--- config.mk ---
export PLATFORM = sky130hd
export DESIGN_NAME = gshare_predictor
export DESIGN_NICKNAME = d
export VERILOG_FILES = /design/src/rtl/bp_pkg.sv /design/src/rtl/spec_ghr.sv /design/src/rtl/gshare_predictor.sv
export SDC_FILE = /design/constraint.sdc
export NUM_CORES = 1
export LEC_CHECK = 0
export CORE_MARGIN = 5
export CORE_UTILIZATION = 40
export CTS_CLUSTER_SIZE = 10
export DETAILED_ROUTE_END_ITERATION = 12
export SYNTH_ARGS = -nofsm -noshare
export SYNTH_HDL_FRONTEND = slang
export SYNTH_SLANG_ARGS = --single-unit
--- constraint.sdc ---
create_clock -name clk -period 6.45 [get_ports clk]
set_clock_uncertainty 0.15 [all_clocks]
set_input_delay 0.645 -clock clk [delete_from_list [all_inputs] [get_ports clk]]
set_output_delay 0.645 -clock clk [all_outputs]
set_load 0.02 [all_outputs]
--- src/rtl/bp_pkg.sv ---
// rtl/bp_pkg.sv - gshare predictor default sizes and counter init helper
package bp_pkg;

   localparam int DEF_IDX_W  = 6;
   localparam int DEF_HIST_W = 6;
   localparam int DEF_CTR_W  = 2;
   localparam int DEF_STAT_W = 16;

   // Weakly-not-taken: just below the taken threshold; a 1-bit counter starts at 0.
   function automatic int unsigned wnt_init(input int unsigned ctr_w);
      if (ctr_w <= 1) return 0;
      return (1 << (ctr_w - 1)) - 1;
   endfunction

endpackage

--- src/rtl/spec_ghr.sv ---
// rtl/spec_ghr.sv - speculative global history register; repair beats fetch shift
module spec_ghr #(
   parameter int HIST_W = 6
) (
   input  logic              clk,
   input  logic              reset,
   input  logic              shift_en,
   input  logic              shift_bit,
   input  logic              repair_en,
   input  logic [HIST_W-1:0] repair_ghr,
   input  logic              repair_bit,
   output logic [HIST_W-1:0] ghr
);

   logic [HIST_W-1:0] ghr_q;
   logic [HIST_W-1:0] ghr_d;

   // Shifting through a HIST_W+1 wide temporary keeps HIST_W=1 legal (result is just the new bit).
   function automatic logic [HIST_W-1:0] push_bit(input logic [HIST_W-1:0] h, input logic b);
      logic [HIST_W:0] t;
      t = {h, b};
      return t[HIST_W-1:0];
   endfunction

   always_comb begin
      ghr_d = ghr_q;
      if (repair_en) begin
         ghr_d = push_bit(repair_ghr, repair_bit);
      end else if (shift_en) begin
         ghr_d = push_bit(ghr_q, shift_bit);
      end
   end

   always_ff @(posedge clk or posedge reset) begin
      if (reset) begin
         ghr_q <= '0;
      end else begin
         ghr_q <= ghr_d;
      end
   end

   assign ghr = ghr_q;

endmodule

--- src/rtl/gshare_predictor.sv ---
// rtl/gshare_predictor.sv - gshare direction predictor: PHT, lookup/update ports, statistics
module gshare_predictor
   import bp_pkg::*;
#(
   parameter int IDX_W  = DEF_IDX_W,
   parameter int HIST_W = DEF_HIST_W,
   parameter int CTR_W  = DEF_CTR_W,
   parameter int STAT_W = DEF_STAT_W
) (
   input  logic              clk,
   input  logic              reset,
   input  logic [IDX_W-1:0]  pc_f,
   input  logic              is_branch_f,
   input  logic              shift_f,
   output logic              pred_f,
   output logic [HIST_W-1:0] ghr_f,
   input  logic              upd_valid,
   input  logic [IDX_W-1:0]  upd_pc,
   input  logic [HIST_W-1:0] upd_ghr,
   input  logic              upd_taken,
   input  logic              upd_mispredict,
   input  logic              stat_clear,
   output logic [STAT_W-1:0] stat_branches,
   output logic [STAT_W-1:0] stat_mispred
);

   localparam int ENTRIES = 1 << IDX_W;
   localparam logic [CTR_W-1:0] CTR_INIT = CTR_W'(wnt_init(CTR_W));
   localparam logic [CTR_W-1:0] CTR_MAX  = '1;

   generate
      if (HIST_W > IDX_W || CTR_W < 1) begin : g_bad_params
         $error("gshare_predictor: need HIST_W <= IDX_W and CTR_W >= 1");
      end
   endgenerate

   logic [CTR_W-1:0]  pht_q [ENTRIES];
   logic [CTR_W-1:0]  pht_d [ENTRIES];
   logic [STAT_W-1:0] br_cnt_q, br_cnt_d;
   logic [STAT_W-1:0] mp_cnt_q, mp_cnt_d;
   logic [IDX_W-1:0]  lk_idx;
   logic [IDX_W-1:0]  up_idx;
   logic [CTR_W-1:0]  up_ctr;

   assign lk_idx = pc_f ^ IDX_W'(ghr_f);
   assign up_idx = upd_pc ^ IDX_W'(upd_ghr);
   assign up_ctr = pht_q[up_idx];

   // Lookup reads the registered table, so a same-cycle update is not visible until the edge.
   assign pred_f = is_branch_f & ~reset & pht_q[lk_idx][CTR_W-1];

   spec_ghr #(.HIST_W(HIST_W)) u_spec_ghr (
      .clk        (clk),
      .reset      (reset),
      .shift_en   (shift_f & is_branch_f),
      .shift_bit  (pred_f),
      .repair_en  (upd_valid & upd_mispredict),
      .repair_ghr (upd_ghr),
      .repair_bit (upd_taken),
      .ghr        (ghr_f)
   );

   always_comb begin
      pht_d = pht_q;
      if (upd_valid) begin
         if (upd_taken && up_ctr != CTR_MAX) begin
            pht_d[up_idx] = up_ctr + 1'b1;
         end else if (!upd_taken && up_ctr != '0) begin
            pht_d[up_idx] = up_ctr - 1'b1;
         end
      end
   end

   always_comb begin
      br_cnt_d = br_cnt_q;
      mp_cnt_d = mp_cnt_q;
      if (stat_clear) begin
         br_cnt_d = '0;
         mp_cnt_d = '0;
      end else if (upd_valid) begin
         if (br_cnt_q != '1) br_cnt_d = br_cnt_q + 1'b1;
         if (upd_mispredict && mp_cnt_q != '1) mp_cnt_d = mp_cnt_q + 1'b1;
      end
   end

   always_ff @(posedge clk or posedge reset) begin
      if (reset) begin
         pht_q    <= '{default: CTR_INIT};
         br_cnt_q <= '0;
         mp_cnt_q <= '0;
      end else begin
         pht_q    <= pht_d;
         br_cnt_q <= br_cnt_d;
         mp_cnt_q <= mp_cnt_d;
      end
   end

   assign stat_branches = br_cnt_q;
   assign stat_mispred  = mp_cnt_q;

endmodule

## Word-level counts from Yosys, hierarchy flattened

Index checks and enable logic that the tools add are counted.
W data, S select, Z words.

| storage, ports and cells | value |
|---|---|
| bits in registers | 166 |
| latch bits | 0 |
| bits in writable memories | 0 |
| memory bits (read-only) | 0 |
| memories | 0 |

| cells by class | value |
|---|---|
| add/subtract/negate cells | 4 |
| multipliers | 0 |
| divide/modulo/power cells | 0 |
| $lt $le $gt $ge | 3 |
| eq/ne operators | 3 |
| shifts and indexed selects | 0 |
| muxes and demuxes | 20 |
| bitwise gates (word level) | 9 |
| reductions and logical operators | 14 |

Operator list:

| operator | count |
|---|---|
| $bwmux W128 | 2 |
| $mux W128 | 2 |
| $mux W16 | 6 |
| $add A16 B1 Y16 const B | 2 |
| $ne A16 B16 Y1 const B | 2 |
| $bmux W2 S6 | 2 |
| $ge A7 B7 Y1 const B | 2 |
| $not A6 Y7 | 2 |
| $demux W2 S6 | 1 |
| $mux W6 | 2 |
| $reduce_bool A2 Y1 | 6 |
| $xor A6 B6 Y6 | 2 |
| $mux W2 | 5 |
| $lt A7 B1 Y1 const B | 1 |
| $reduce_and A2 Y1 | 3 |
| $and A1 B1 Y1 | 4 |
| $logic_and A1 B1 Y1 | 4 |
| $add A2 B1 Y2 const B | 1 |
| $ne A2 B2 Y1 const B | 1 |
| $sub A2 B1 Y2 const B | 1 |
| $logic_not A1 Y1 | 1 |
| $not A1 Y1 | 1 |

## Depth between registers and ports, before layout

Gate-level depths: netlist of the first run.

| logic depth | value |
|---|---|
| depth after elaboration | 9 |
| depth in mapped cells | 16 |
| mapped depth without buffers | 13 |

## Cells and area by module

A second synthesis of the first run with hierarchy kept.

| second synthesis, totals | value |
|---|---|
| cell total of the unflattened synthesis | 807 |
| area, all modules | 9063.7 um^2 |

Modules (own cells, without submodules):

| module | instances | cells an instance | area each (um^2) | sequential area each (um^2) |
|---|---|---|---|---|
| gshare_predictor | 1 | 780 | 8780.9 | 4083.9 |
| spec_ghr | 1 | 27 | 282.8 | 150.1 |

## Least setup slack after synthesis of the first run

Ideal clock, no wire load.

| path | value |
|---|---|
| path type | input-to-output |
| start point | in reset |
| end point | out pred_f |
| data arrival time | 5008 ps |
| data required time | 5655 ps |
| path slack | 647 ps |
| cell stages on the path | 3 |
| buffers on the path | 0 |
| path through | inv_1 > o2111ai_1 > nor2_1 |

| between the ends | value |
|---|---|
| cells in the longest elaborated chain, start to end | 3 |

Ends and longest elaborated chain:

| what | line | text |
|---|---|---|
| start: declaration | gshare_predictor.sv:11 | `input logic reset,` |
| $not A1 Y1 | gshare_predictor.sv:50 | `assign pred_f = is_branch_f & ~reset & pht_q[lk_idx][CTR_W-1];` |
| $and A1 B1 Y1 (2 in a row) | gshare_predictor.sv:50 |  |
| end: declaration | gshare_predictor.sv:15 | `output logic pred_f,` |

No other way between the ends.

## Worst setup path after layout of the first run

| path | value |
|---|---|
| start point | in upd_ghr[0] |
| end point | reg pht_q[117] in the netlist's numbering |

| between the ends | value |
|---|---|
| cells in the longest elaborated chain, start to end | 9 |

Ends and longest elaborated chain:

| what | line | text |
|---|---|---|
| start: declaration | gshare_predictor.sv:19 | `input logic [HIST_W-1:0] upd_ghr,` |
| $xor A6 B6 Y6 * | gshare_predictor.sv:46 | `assign up_idx = upd_pc ^ IDX_W'(upd_ghr);` |
| $not A6 Y7 (not written as such) * | gshare_predictor.sv:47, gshare_predictor.sv:67, gshare_predictor.sv:69 |  |
| $bmux W2 S6 (tied with other cells) | gshare_predictor.sv:47 | `assign up_ctr = pht_q[up_idx];` |
| $mux W2 (not written as such) or $logic_and A1 B1 Y1 (tied branches) | gshare_predictor.sv:47, gshare_predictor.sv:67, gshare_predictor.sv:69 |  |
| $mux W2 (on tied branches) | gshare_predictor.sv:47, gshare_predictor.sv:67, gshare_predictor.sv:69 |  |
| $sub A2 B1 Y2 (tied with other cells) | gshare_predictor.sv:69 | `pht_d[up_idx] = up_ctr - 1'b1;` |
| $bwmux W128 (tied with other cells) | gshare_predictor.sv:69 |  |
| $mux W128 or $reduce_bool A2 Y1 (tied branches) | n/a |  |
| $mux W128 or $reduce_and A2 Y1 (tied branches) | n/a |  |
| end signal: assignment | gshare_predictor.sv:92 | `pht_q <= pht_d;` |
| end: declaration | gshare_predictor.sv:37 | `logic [CTR_W-1:0] pht_q [ENTRIES];` |

Every way passes the cells marked *; elsewhere a longest branch is shown, timed or not. The select of a mux whose other input is x is not followed.
A chain may end at the register's enable or synchronous reset.

==> results of run 1 <==
## final timing paths
check | cells after the start | from | slack, ns | endpoint
min in group asynchronous | 2 | reset | 0.39 | stat_branches[5]
max reg2reg | 13 | flip-flop | 2.46 | pht_q[117]
max in group asynchronous | 3 | reset | 4.46 | pht_q[27]
max | 16 | upd_ghr[0] | 1.44 | pht_q[117]
min reg2reg | 1 | pht_q[115] | 0.38 | pht_q[115]
min | 1 | pht_q[115] | 0.38 | pht_q[115]
## metal layers
metal | GRT usage, % | vias up | share of wire [%]
li1 | - | 2991 | -
met1 | 28.5 | 3355 | 45
met2 | 29.7 | 244 | 45
met3 | 4.63 | 41 | 7.4
met4 | 6.09 | 0 | 2.3
met5 | 0 | - | 0
## power by group through the flow
stage / logic [mW] / clock network [mW] / registers, mW
after CTS: 0.949 / 1.04 / 1.57
final: 0.946 / 1.03 / 1.57
after detailed placement: 0.945 / 0 / 1.59
after floorplan: 0.675 / 0 / 1.52
after global placement: 0.937 / 0 / 1.58
after global routing: 1.02 / 1.09 / 1.61
## cell type report
type	count	area, µm²
clock buffers	17	425
inverters	6	27.5
flip-flops and latches	166	4230
well taps	280	350
clock inverters	15	159
fillers	2010	11300
multi-input cells	571	4580
repair buffers	87	826
## synth_stat cells, types with 11 or more instances
cell type  instances  share of area (%)
xor2_1            27                2.6
dfrtp_1          102                 29
mux2i_1           26                2.9
nand2_1           55                2.3
nand4_1           11               0.77
xnor2_1           17                1.7
mux2_2           128                 16
a21oi_1           21                1.2
mux4_2            28                7.0
nand3_1           30                1.7
o21ai_0           13               0.73
nor2_1           110                4.6
nor3_1            16               0.90
clkbuf_1          19               0.80
dfstp_2           64                 19
## cell families after synthesis
logic type / share of synthesized area (%)
multiplexers: 26.3
buffers and inverters: 2.00
XOR/XNOR: 4.49
adder cells (fa/ha/maj): 0.560
AO/OA/AOI/OAI: 6.73
flip-flops: 47.3
AND/OR/NAND/NOR: 12.6
## worst register-to-register path: cells and delay by family, from the launching register on
family | cells | cell delay (ns)
AOI/OAI and AO/OA | 4 | 0.96
adders and majority gates | 1 | 0.14
buffers and inverters | 1 | 0.44
DFF | 1 | 0.38
muxes | 2 | 0.76
and+or+nand+nor | 5 | 1.06
==> qor.csv, run 1 <==
metric,value,unit
status,completed,
synth_fp_nets,808,
ant_nets,0,
synth-edff-count,0,
dp_cells,1110,
grt_pass1_vias,6854,
n_antenna_cell,0,
grt_antenna_before_repair,0,
dr.pass1.iters,5,
final_cell_mix,"mux2_2 (128), nor2_1 (110), dfrtp_1 (102)",
wirelength,24.8,mm
cts-resized-gates,0,
hpwlAfterDp,17.2,mm
grt_first_pass_wirelength,39.9,mm
syn_avg_cell_area,11.5,µm²
intPower,2.39,mW
cp_top_family,buffers and inverters,
p_leak,4.33,nW
async_flop_share,100,%
overflow,0,
hold_violations,0,
core_area,0.0219,mm²
route.vias.total,6631,
switching_share,32.4,%
path_cells,clkdlybuf4s50_1 > xnor2_2 > buf_12 > mux4_2 > mux2i_1 > o22ai_1 > a2111oi_4 > buf_4 > and3_1 > ha_1 > nor2_1 > o21ai_0 > nor2_1 > nand2_1 > nor2_1 > mux2_2,
drv_cap,0,
max_freq,0.200,GHz
power,3.55,mW
hold_slack,0.382,ns
p_per_area,334,mW/mm²
die_h,160,µm
cts.clk_slew.worst_paths,0.07,ns
fin_util,48.4,%
power.share.sequential,44.4,%
dieArea,0.0255,mm²
critPathMostFrequentCell,nor2_1,
rows,54,
crit_type,input pin to flip-flop,
portBuffers,64,
path_buf_inv,3,
min_period,5.01,ns
cts_max_path_buffers,2,
fin_tns_setup,0,ns
layout-drive-gt1-share,33.2,%
start_kind,input pin,
finalNetCount,879,
worst_slack,1.44,ns
cts.sinks,166,
synth_seq_cells,166,
clkPwrFrac,29.0,%
yosysWarningCount,0,
power_switching,1.15,mW
holdBufCountCts,0,
critical_path.max_stage_delay,0.52,ns
tightest_slew,1.10,ns
dp_slack,1.00,ns
ir_worst_vdd,0.150,mV
combinationalPowerShare,26.7,%
fp.dieW,160,µm
drc,0,
cts_tree,yes,
crit_required,6.62,ns
synth_area,0.00894,mm²
h-tree-depth,4,
pin_count,65,
area_growth,18.5,%
hold_class,flip-flop to flip-flop,
gp_congestion,0.834,
syn_inst,778,
final_common_cell,mux2_2,
yosys.cell_types.count,51,
grt_max_degree,82,
setup_violations,0,
ctsRootBufferMaster,clkbuf_16,
numCtsBuffers,17,
cp.arrival,5.18,ns
grtUsageTotal,19.8,%
cts_setup_buffers,0,
yosysSeqAreaShare,47.3,%
rsz0062_at_grt,false,
clkLatencyLatePin,0.44,ns
finalCritPeriodShare,77.7,%
endpoint_kind,flip-flop,
avgRoutedWirePerCell,21.7,µm
viasPerCell,5.81,
drv_slew,0,
first_iter_violations,384,
cp_max_fo,41,
cpMaxStageDelayCell,clkdlybuf4s50_1,
ys.flop_type,dfrtp_1,
placed_area,0.0100,mm²
fin_cells,1142,
fin_area,0.0106,mm²
slew_headroom,25.5,%
start_util,40.9,%
(Power assumes the default switching activity.)
==> run 2: changes to the inputs <==
==> constraint.sdc (replaced) <==
create_clock -name clk -period 4.4 [get_ports clk]
set_clock_uncertainty 0.15 [all_clocks]
set_input_delay 0.44 -clock clk [delete_from_list [all_inputs] [get_ports clk]]
set_output_delay 0.44 -clock clk [all_outputs]
set_load 0.02 [all_outputs]
==> run 2 against run 1 <==
Effect of this change:
- worst hold slack barely moved
- wire length rose by 4.7%
- critical path depth rose by 1
- setup slack got worse by 1.3 ns
- global-route usage rose by 0.55 points
- sequential power rose by 48%
- cell count rose by 5.3%
- total power rose by 52%
- core utilization rose by 2.8 points
- sequential cell count did not move
- via count rose by 3.2%
==> qor.csv, run 2 (synthesis results as in run 1) <==
metric,value,unit,change
status,completed,,
pin_count,65,,unchanged
drv_slew,0,,unchanged
slew_headroom,18.9,%,-6.6 points
finalNetCount,939,,+6.8%
grtUsageTotal,20.3,%,+0.55 points
placed_area,0.0106,mm²,+5.5%
core_area,0.0219,mm²,unchanged
cp_max_fo,10,,-76%
fillCellCount,1986,,-1.2%
numCtsBuffers,17,,unchanged
power_switching,1.69,mW,+47%
grt_pass1_vias,6932,,+1.1%
cts.sinks,166,,unchanged
min_period,4.27,ns,
hold_violations,0,,unchanged
drc,0,,unchanged
dr.pass1.iters,5,,unchanged
hold_slack,0.383,ns,+0.000370 ns
fin_tns_setup,0,ns,unchanged
final_cell_mix,"mux2_2 (128), nor2_1 (105), dfrtp_1 (102)",,
avgRoutedWirePerCell,21.6,µm,-0.57%
crit_type,input pin to flip-flop,,
clkLatencyLatePin,0.43,ns,about the same
switching_share,31.4,%,-1.0 points
n_antenna_cell,0,,unchanged
power.share.sequential,43.1,%,-1.3 points
cp.arrival,4.44,ns,-0.74 ns
wirelength,25.9,mm,+4.7%
crit_required,4.57,ns,-2.05 ns
start_kind,input pin,,
start_util,40.9,%,unchanged
tightest_slew,1.20,ns,+0.0974 ns
rrSetupSlack,0.77,ns,-1.69 ns
ir_worst_vdd,0.341,mV,+130%
area_growth,25.3,%,
max_freq,0.234,GHz,
die_h,160,µm,unchanged
endpoint_kind,flip-flop,,
portBuffers,64,,unchanged
overflow,0,,unchanged
viasPerCell,5.70,,-1.9%
route.vias.total,6846,,+3.2%
p_per_area,480,mW/mm²,+44%
clkPwrFrac,28.4,%,-0.6 points
gp_congestion,0.902,,+8.1%
ctsRootBufferMaster,clkbuf_16,,
rsz0062_at_grt,true,,
hold_class,flip-flop to flip-flop,,
cts.clk_slew.worst_paths,0.07,ns,about the same
multiInputGateArea,0.00461,mm²,+0.63%
fp.dieW,160,µm,unchanged
drv_cap,0,,unchanged
first_iter_violations,416,,+8.3%
grt_antenna_before_repair,0,,unchanged
p_leak,4.65,nW,+7.4%
final_common_cell,mux2_2,,
grt_first_pass_wirelength,40.6,mm,+1.7%
grt_max_degree,76,,-7.3%
ant_nets,0,,unchanged
dieArea,0.0255,mm²,unchanged
holdBufCountCts,0,,unchanged
combinationalPowerShare,28.5,%,+1.8 points
layout-drive-gt1-share,38.2,%,+5.0 points
cts_tree,yes,,
cts_max_path_buffers,2,,unchanged
hpwlAfterDp,18.7,mm,+8.9%
regArea,0.00423,mm²,unchanged
intPower,3.69,mW,+54%
setup_violations,0,,unchanged
fin_area,0.0112,mm²,+5.7%
power,5.38,mW,+52%
finalCritPeriodShare,97.0,%,
h-tree-depth,4,,unchanged
rows,54,,unchanged
==> run 2: cell types whose count changed in the layout (fill, tap and decap cells not counted), sizes merged <==
cell,delta
bufinv,+1
inv,-7
clkinvlp,+1
clkbuf,+2
clkinv,+3
buf,+60
==> run 2: layout make-up <==
| cell class | instances | area share, % |
|---|---|---|
| flip-flops and latches | 166 | 37.8 |
| repair buffers | 147 | 12.4 |
| inverters | 6 | 0.235 |
| clock buffers | 19 | 4.04 |
| well taps | 280 | 3.13 |
| clock inverters | 13 | 1.31 |
| multi-input cells | 571 | 41.1 |
==> run 2: final timing paths <==
check / startpoint / end / cells past startpoint
setup / recovery: upd_ghr[0] / pht_q[77] / 17
hold / removal: pht_q[17] / pht_q[17] / 1
setup reg to reg: flip-flop / pht_q[77] / 13
hold reg to reg: pht_q[17] / pht_q[17] / 1
max in group asynchronous: reset / pht_q[119] / 4
min in group asynchronous: reset / pht_q[87] / 3
==> run 2: repair_timing <==
item | 4_1_cts | 5_1_grt
resized for setup | 0 | 7
setup buffers | 0 | 1
endpoints found under the setup margin | 0 | 66
==> run 2: power groups by stage <==
stage	Combinational [mW]	Sequential (mW)	Clock, mW
CTS	1.53	2.31	1.56
global route	1.65	2.36	1.63
finish	1.53	2.32	1.53
floorplan	0.989	2.23	0
global placement	1.51	2.33	0
detailed placement	1.52	2.33	0
==> run 2: critical path, cell delays in order <==
cell and delay, ns:
clkdlybuf4s50_1 0.58, buf_4 0.17, xor2_2 0.18, buf_12 0.18, mux4_2 0.49, and2_1 0.17
a211oi_2 0.26, a31oi_1 0.10, and4_1 0.22, ha_1 0.18, nor2b_1 0.15, o21ai_0 0.13
nor2_1 0.24, nand3_1 0.19, buf_4 0.20, nor2_1 0.20, mux2_2 0.36
==> run 2: per-stage QoR <==
step	worst slack [ns]	utilization (%)	instances
after floorplan	0.298	-	778
after global placement	-0.249	48.3	1169
after detailed placement	-0.301	48.3	1169
after CTS	0.116	51.0	1201
after global routing	-0.00565	51.2	1202
final	0.131	51.2	1202
==> run 2: per-layer routing <==
metal  GRT usage [%]  part of all wire (%)
met5               0                     0
met4            6.71                   2.5
met3            5.36                   7.3
met2            30.8                    45
met1            28.5                    45
